<file path="config.mk">
export PLATFORM = sky130hd
export DESIGN_NAME = my_exec_ctrl
export DESIGN_NICKNAME = d
export VERILOG_FILES = /design/src/rtl/my_exec_ctrl.sv
export SDC_FILE = /design/constraint.sdc
export NUM_CORES = 1
export LEC_CHECK = 0
export CAP_MARGIN = 25
export CORE_UTILIZATION = 57
export DETAILED_ROUTE_END_ITERATION = 8
export GPL_TIMING_DRIVEN = 1
export MAX_ROUTING_LAYER = met4
export PLACE_DENSITY = 0.8
export SETUP_SLACK_MARGIN = 0.02
export SYNTH_ARGS = -nofsm -noshare
export SYNTH_HDL_FRONTEND = slang
export SYNTH_SLANG_ARGS = --single-unit
export TNS_END_PERCENT = 100
</file>
<file path="constraint.sdc">
create_clock -name clk -period 3.7 [get_ports clk]
set_clock_uncertainty 0.15 [all_clocks]
set_input_delay 0.74 -clock clk [delete_from_list [all_inputs] [get_ports clk]]
set_output_delay 0.74 -clock clk [all_outputs]
set_load 0.05 [all_outputs]
</file>
<file path="src/rtl/my_exec_ctrl.sv">
// Multi-cycle fetch/decode/exec/mem/writeback sequencer for the 16-bit lab CPU.
// Optional build macro: GPR_R0_ZERO_EN (r0 hard-wired to zero).
module my_exec_ctrl #(
  parameter int unsigned       ADDR_W = 8,
  parameter logic [ADDR_W-1:0] RST_PC = '0
) (
  input  logic              clk,
  input  logic              rst,
  output logic              imem_req,
  output logic [ADDR_W-1:0] imem_addr,
  input  logic              imem_valid,
  input  logic [15:0]       imem_data,
  output logic [15:0]       alu_a,
  output logic [15:0]       alu_b,
  output logic [4:0]        alu_op,
  output logic              alu_cf,
  input  logic [15:0]       alu_c,
  input  logic              alu_cout,
  output logic              dmem_req,
  output logic              dmem_we,
  output logic [ADDR_W-1:0] dmem_addr,
  output logic [15:0]       dmem_wdata,
  input  logic [15:0]       dmem_rdata,
  input  logic              dmem_ack,
  output logic [2:0]        flags,
  output logic [ADDR_W-1:0] pc,
  output logic              halted
);

  localparam logic [4:0] OP_NOP  = 5'b00000, OP_HALT = 5'b00001, OP_LOAD = 5'b00010,
                         OP_STORE= 5'b00011, OP_SLL  = 5'b00100, OP_SLA  = 5'b00101,
                         OP_SRL  = 5'b00110, OP_SRA  = 5'b00111, OP_ADD  = 5'b01000,
                         OP_ADDI = 5'b01001, OP_SUB  = 5'b01010, OP_SUBI = 5'b01011,
                         OP_CMP  = 5'b01100, OP_AND  = 5'b01101, OP_OR   = 5'b01110,
                         OP_XOR  = 5'b01111, OP_LDIH = 5'b10000, OP_ADDC = 5'b10001,
                         OP_SUBC = 5'b10010, OP_LDIL = 5'b10011, OP_NOT  = 5'b10100,
                         OP_NAND = 5'b10101, OP_NOR  = 5'b10110, OP_XNOR = 5'b10111,
                         OP_JUMP = 5'b11000, OP_JMPR = 5'b11001, OP_BZ   = 5'b11010,
                         OP_BNZ  = 5'b11011, OP_BN   = 5'b11100, OP_BNN  = 5'b11101,
                         OP_BC   = 5'b11110, OP_BNC  = 5'b11111;

  typedef enum logic [2:0] {S_FETCH, S_DECODE, S_EXEC, S_MEM, S_WB, S_HALT} state_t;

  state_t            state_q, state_d;
  logic [ADDR_W-1:0] pc_q, pc_d, addr_q, addr_d;
  logic [15:0]       ir_q, ir_d, a_q, a_d, b_q, b_d, c_q, c_d;
  logic [15:0]       wdata_q, wdata_d, ld_q, ld_d;
  logic              cout_q, cout_d;
  logic [2:0]        flags_q, flags_d;
  logic [15:0]       gpr_q [8];
  logic              gpr_we;
  logic [15:0]       gpr_wd;

  logic [4:0]  op;
  logic [2:0]  f_r1, f_r2, f_r3;
  logic [7:0]  imm8;
  logic [3:0]  val3;
  logic [15:0] rv1, rv2, rv3;
  logic        is_arith, is_logic, is_mem, is_br, wr_gpr, br_take;

  assign op   = ir_q[15:11];
  assign f_r1 = ir_q[10:8];
  assign f_r2 = ir_q[6:4];
  assign f_r3 = ir_q[2:0];
  assign imm8 = ir_q[7:0];
  assign val3 = ir_q[3:0];

`ifdef GPR_R0_ZERO_EN
  assign rv1 = (f_r1 == 3'd0) ? 16'h0000 : gpr_q[f_r1];
  assign rv2 = (f_r2 == 3'd0) ? 16'h0000 : gpr_q[f_r2];
  assign rv3 = (f_r3 == 3'd0) ? 16'h0000 : gpr_q[f_r3];
`else
  assign rv1 = gpr_q[f_r1];
  assign rv2 = gpr_q[f_r2];
  assign rv3 = gpr_q[f_r3];
`endif

  assign is_arith = op inside {OP_ADD, OP_ADDI, OP_ADDC, OP_SUB, OP_SUBI, OP_SUBC, OP_CMP};
  assign is_logic = op inside {OP_AND, OP_OR, OP_XOR, OP_NAND, OP_NOR, OP_XNOR, OP_NOT,
                               OP_SLL, OP_SLA, OP_SRL, OP_SRA};
  assign is_mem   = (op == OP_LOAD) || (op == OP_STORE);
  assign is_br    = op inside {OP_BZ, OP_BNZ, OP_BN, OP_BNN, OP_BC, OP_BNC};
  assign wr_gpr   = !(op inside {OP_CMP, OP_STORE, OP_NOP, OP_HALT, OP_JUMP, OP_JMPR}) && !is_br;

  // Branches test the flags held before this instruction's writeback.
  always_comb begin
    br_take = 1'b0;
    case (op)
      OP_BZ:   br_take =  flags_q[2];
      OP_BNZ:  br_take = !flags_q[2];
      OP_BN:   br_take =  flags_q[1];
      OP_BNN:  br_take = !flags_q[1];
      OP_BC:   br_take =  flags_q[0];
      OP_BNC:  br_take = !flags_q[0];
      default: br_take = 1'b0;
    endcase
  end

  always_comb begin
    state_d = state_q;
    pc_d    = pc_q;
    ir_d    = ir_q;
    a_d     = a_q;
    b_d     = b_q;
    c_d     = c_q;
    cout_d  = cout_q;
    addr_d  = addr_q;
    wdata_d = wdata_q;
    ld_d    = ld_q;
    flags_d = flags_q;
    gpr_we  = 1'b0;
    gpr_wd  = (op == OP_LOAD) ? ld_q : c_q;
    case (state_q)
      S_FETCH: if (imem_valid) begin
        ir_d    = imem_data;
        state_d = S_DECODE;
      end
      S_DECODE: begin
        wdata_d = rv1;
        state_d = S_EXEC;
        case (op)
          OP_ADDI, OP_SUBI:                    begin a_d = rv1;     b_d = {8'h00, imm8}; end
          OP_LDIH:                             begin a_d = rv1;     b_d = {imm8, 8'h00}; end
          OP_LDIL, OP_JUMP:                    begin a_d = 16'h0;   b_d = {8'h00, imm8}; end
          OP_NOT:                              begin a_d = rv2;     b_d = 16'h0;         end
          OP_SLL, OP_SLA, OP_SRL, OP_SRA,
          OP_LOAD, OP_STORE:                   begin a_d = rv2;     b_d = {12'h000, val3}; end
          OP_JMPR, OP_BZ, OP_BNZ, OP_BN,
          OP_BNN, OP_BC, OP_BNC:               begin a_d = rv1;     b_d = {8'h00, imm8}; end
          OP_ADD, OP_SUB, OP_ADDC, OP_SUBC, OP_CMP, OP_AND, OP_OR,
          OP_XOR, OP_NAND, OP_NOR, OP_XNOR:    begin a_d = rv2;     b_d = rv3;           end
          default:                             begin a_d = 16'h0;   b_d = 16'h0;         end
        endcase
      end
      S_EXEC: begin
        c_d     = alu_c;
        cout_d  = alu_cout;
        addr_d  = alu_c[ADDR_W-1:0];
        state_d = is_mem ? S_MEM : (op == OP_HALT) ? S_HALT : S_WB;
      end
      S_MEM: if (dmem_ack) begin
        ld_d    = dmem_rdata;
        state_d = S_WB;
      end
      S_WB: begin
`ifdef GPR_R0_ZERO_EN
        gpr_we = wr_gpr && (f_r1 != 3'd0);
`else
        gpr_we = wr_gpr;
`endif
        if (is_arith)      flags_d = {c_q == 16'h0, c_q[15], cout_q};
        else if (is_logic) flags_d = {c_q == 16'h0, c_q[15], 1'b0};
        if ((op == OP_JUMP) || (op == OP_JMPR) || (is_br && br_take)) pc_d = c_q[ADDR_W-1:0];
        else                                                          pc_d = pc_q + ADDR_W'(1);
        state_d = S_FETCH;
      end
      S_HALT:  state_d = S_HALT;
      default: state_d = S_FETCH;
    endcase
  end

  always_ff @(posedge clk) begin
    if (rst) begin
      state_q <= S_FETCH;
      pc_q    <= RST_PC;
      ir_q    <= '0;
      a_q     <= '0;
      b_q     <= '0;
      c_q     <= '0;
      cout_q  <= 1'b0;
      addr_q  <= '0;
      wdata_q <= '0;
      ld_q    <= '0;
      flags_q <= '0;
      for (int i = 0; i < 8; i++) gpr_q[i] <= '0;
    end else begin
      state_q <= state_d;
      pc_q    <= pc_d;
      ir_q    <= ir_d;
      a_q     <= a_d;
      b_q     <= b_d;
      c_q     <= c_d;
      cout_q  <= cout_d;
      addr_q  <= addr_d;
      wdata_q <= wdata_d;
      ld_q    <= ld_d;
      flags_q <= flags_d;
      if (gpr_we) gpr_q[f_r1] <= gpr_wd;
    end
  end

  // Handshake: a request rises and stays high until the cycle in which
  // valid/ack is sampled high; that cycle completes the transfer.
  assign imem_req   = (state_q == S_FETCH) && !rst;
  assign imem_addr  = pc_q;
  assign dmem_req   = (state_q == S_MEM) && !rst;
  assign dmem_we    = dmem_req && (op == OP_STORE);
  assign dmem_addr  = addr_q;
  assign dmem_wdata = wdata_q;
  assign alu_a      = a_q;
  assign alu_b      = b_q;
  assign alu_op     = op;
  assign alu_cf     = flags_q[0];
  assign flags      = flags_q;
  assign pc         = pc_q;
  assign halted     = (state_q == S_HALT) && !rst;

endmodule

</file>
==> flow_summary.toml <==
[run_status]
status = "complete, no violations"

[timing]
fmax_mhz = 317.9
maxSlewViolCount = 0
worst_pin_slew_ns = 1.023
timing.setup.tns_ns = 0
fin_crit_ns = 3.146
setup_viol = 0
slew_headroom_pct = 31.73
finalCritPeriodShare_pct = 85.02
rsz0062_at_grt = "no"
hold_viol_final = 0
whs_ns = 0.2945
setup_ws_ns = 0.5541

[route]
ant_nets = 0
drt_pass1_iterations = 5
viasPerCell = 6.348
drtIter0Drc = 1160
wire_per_inst_um = 22.47
drcViolationCount = 0
vias = 9554
wl_um = 33810

[global_routing]
antenna_found_initial = 0
track_usage_pct = 31.58
grt_pass1_wl_um = 52060
grt_pass1_vias = 9218
grt_start_max_net_pins = 51
overflow = 0

[power_and_ir_drop]
switching_power_mw = 1.823
p_clk_share_pct = 38.7
leakage_nw = 4.806
ir_drop_uv = 329.0
pwr-share-comb_pct = 15.3
seqPwrFrac_pct = 46.0
power_density_mw_per_mm2 = 464.3
intPower_mw = 5.095
swShare_pct = 26.35
power.total_mw = 6.919

[cts]
post_cts_resized = 0
cts.sinks = 248
post_cts_buffers = 0
h-tree-depth = 1
cts_tree = "done"
insertion_delay_ns = 0.53
clkTransAtPathRegs_ns = 0.06
cts_buffer_depth = 3
root_buffer = "clkbuf_16"
ctsHoldBuffers = 0
cts_buffers = 26

[final_layout]
seq_area_mm2 = 0.006250
drive_gt1_share_pct = 19.02
multi_input_area_mm2 = 0.005779
diodes = 0
fin_area_mm2 = 0.01490
final_cells = 1505
syn_to_final_growth_pct = 18.09
final_util_pct = 68.49
nFillCells = 1564
nets = 1260

[setup_path]
required_ns = 2.81
cp-end-kind = "output pin"
cp.arrival_ns = 2.26
crit_fanout = 13
regToRegSetupSlack_ns = 0.70
worst_setup_path_start_kind = "flop"
critPathKind = "reg -> out"

[placement]
port_buffers = 137
dp_hpwl_um = 23970
dpl.cell_count = 1457
pre_cts_ws_ns = 0.7894
place.gp.congestion = 0.8810
dpl-instance-area_mm2 = 0.01399

[synthesis]
synth-async-reset-ratio_pct = 0
netlist_top_cells_area = "edfxtp_1, dfxtp_1, mux4_2, nor2_1, a21oi_1"
yosysSeqAreaShare_pct = 49.50
syn-num-nets = 1170
synth_top_area_share_pct = 30.46
synth_flop_cell = "edfxtp_1"
synth_seq_cells = 248
yosysMostFrequentCell = "nor2_1"
syn_inst = 1116
synth_edf_count = 128
synth_top_area_cell = "edfxtp_1"
yosys-top-cells-count = "nor2_1, nand2_1, edfxtp_1"
avgSynthCellArea_um2 = 11.31
ys_warn_count = 0
synth.distinct_cells = 59
netlist_area_mm2 = 0.01262

[run]
max_cap_violations = 0

[die]
pin_count = 138
rows = 54
die_h_um = 150.8
die_w_um = 150.8
start_util_pct = 58.00
coreArea_mm2 = 0.02176
die_area_mm2 = 0.02274

[min_path]
hp-class = "in -> reg"
cell type report:
class	count	area share [%]
Inverter	3	0.07557
Clock inverter	10	0.8817
Clock buffer	37	5.063
Timing Repair Buffer	169	10.90
Sequential cell	248	41.94
Tap cell	280	2.351
Multi-Input combinational cell	758	38.79
metal layers:
metal | track usage (%) | wire length, um | vias to the layer above
met5 | - | 0 | -
met4 | 8.950 | 971 | 0
met3 | 6.958 | 3926 | 80
met2 | 49.15 | 15870 | 620
met1 | 41.93 | 13040 | 4616
li1 | - | - | 4238
flip-flops by register name (all words and copies together), names as in the netlist, 3 cells and up, named ones only:
register and cells:
alu_b 16, c_q 9, flags 3, alu_a 16, dmem_addr 7, ir_q 16, imem_addr 8, ld_q 16
state_q 3, dmem_wdata 16, gpr_q 128
critical path, stage by stage (launching register included):
cell and delay, ns:
dfxtp_1 0.56, nand2_1 0.12, nor3_1 0.18, clkdlybuf4s50_1 0.86
path summary, 6_finish.rpt:
| path | startpoint | end | cells past startpoint |
|---|---|---|---|
| hold reg to reg | ld_q[0] | ld_q[0] | 2 |
| hold / removal | rst | state_q[0] | 2 |
| setup reg to reg | ir_q[12] | gpr_q[4][15] | 6 |
| setup / recovery | state_q[0] | halted | 3 |
layout by cell type (no fill, tap or decap), types with 23 or more instances in the layout:
| cell type | count |
|---|---|
| edfxtp_1 | 128 |
| nand2_1 | 130 |
| clkdlybuf4s50_1 | 134 |
| buf_4 | 34 |
| mux4_2 | 96 |
| nor2_1 | 190 |
| mux2i_1 | 42 |
| clkbuf_16 | 28 |
| dfxtp_1 | 117 |
| o21ai_0 | 23 |
| a21oi_1 | 100 |
cells by family after synthesis:
kind of cell	count (synthesis)	share of synthesized area, %
fa+ha+maj	1	0.09914
flops	248	49.50
compound gates	166	7.516
buf+inv	110	4.720
simple gates	424	14.97
xor+xnor	3	0.2083
mux	164	22.98
power groups by stage:
stage | registers [mW] | logic (mW) | clock network (mW)
floorplan | 3.29 | 0.646 | 0
global placement | 3.22 | 1.02 | 0
detailed placement | 3.24 | 1.04 | 0
CTS | 3.18 | 1.04 | 2.69
global route | 3.20 | 1.12 | 2.80
finish | 3.18 | 1.06 | 2.68
Power figures use the tool's default switching activity.
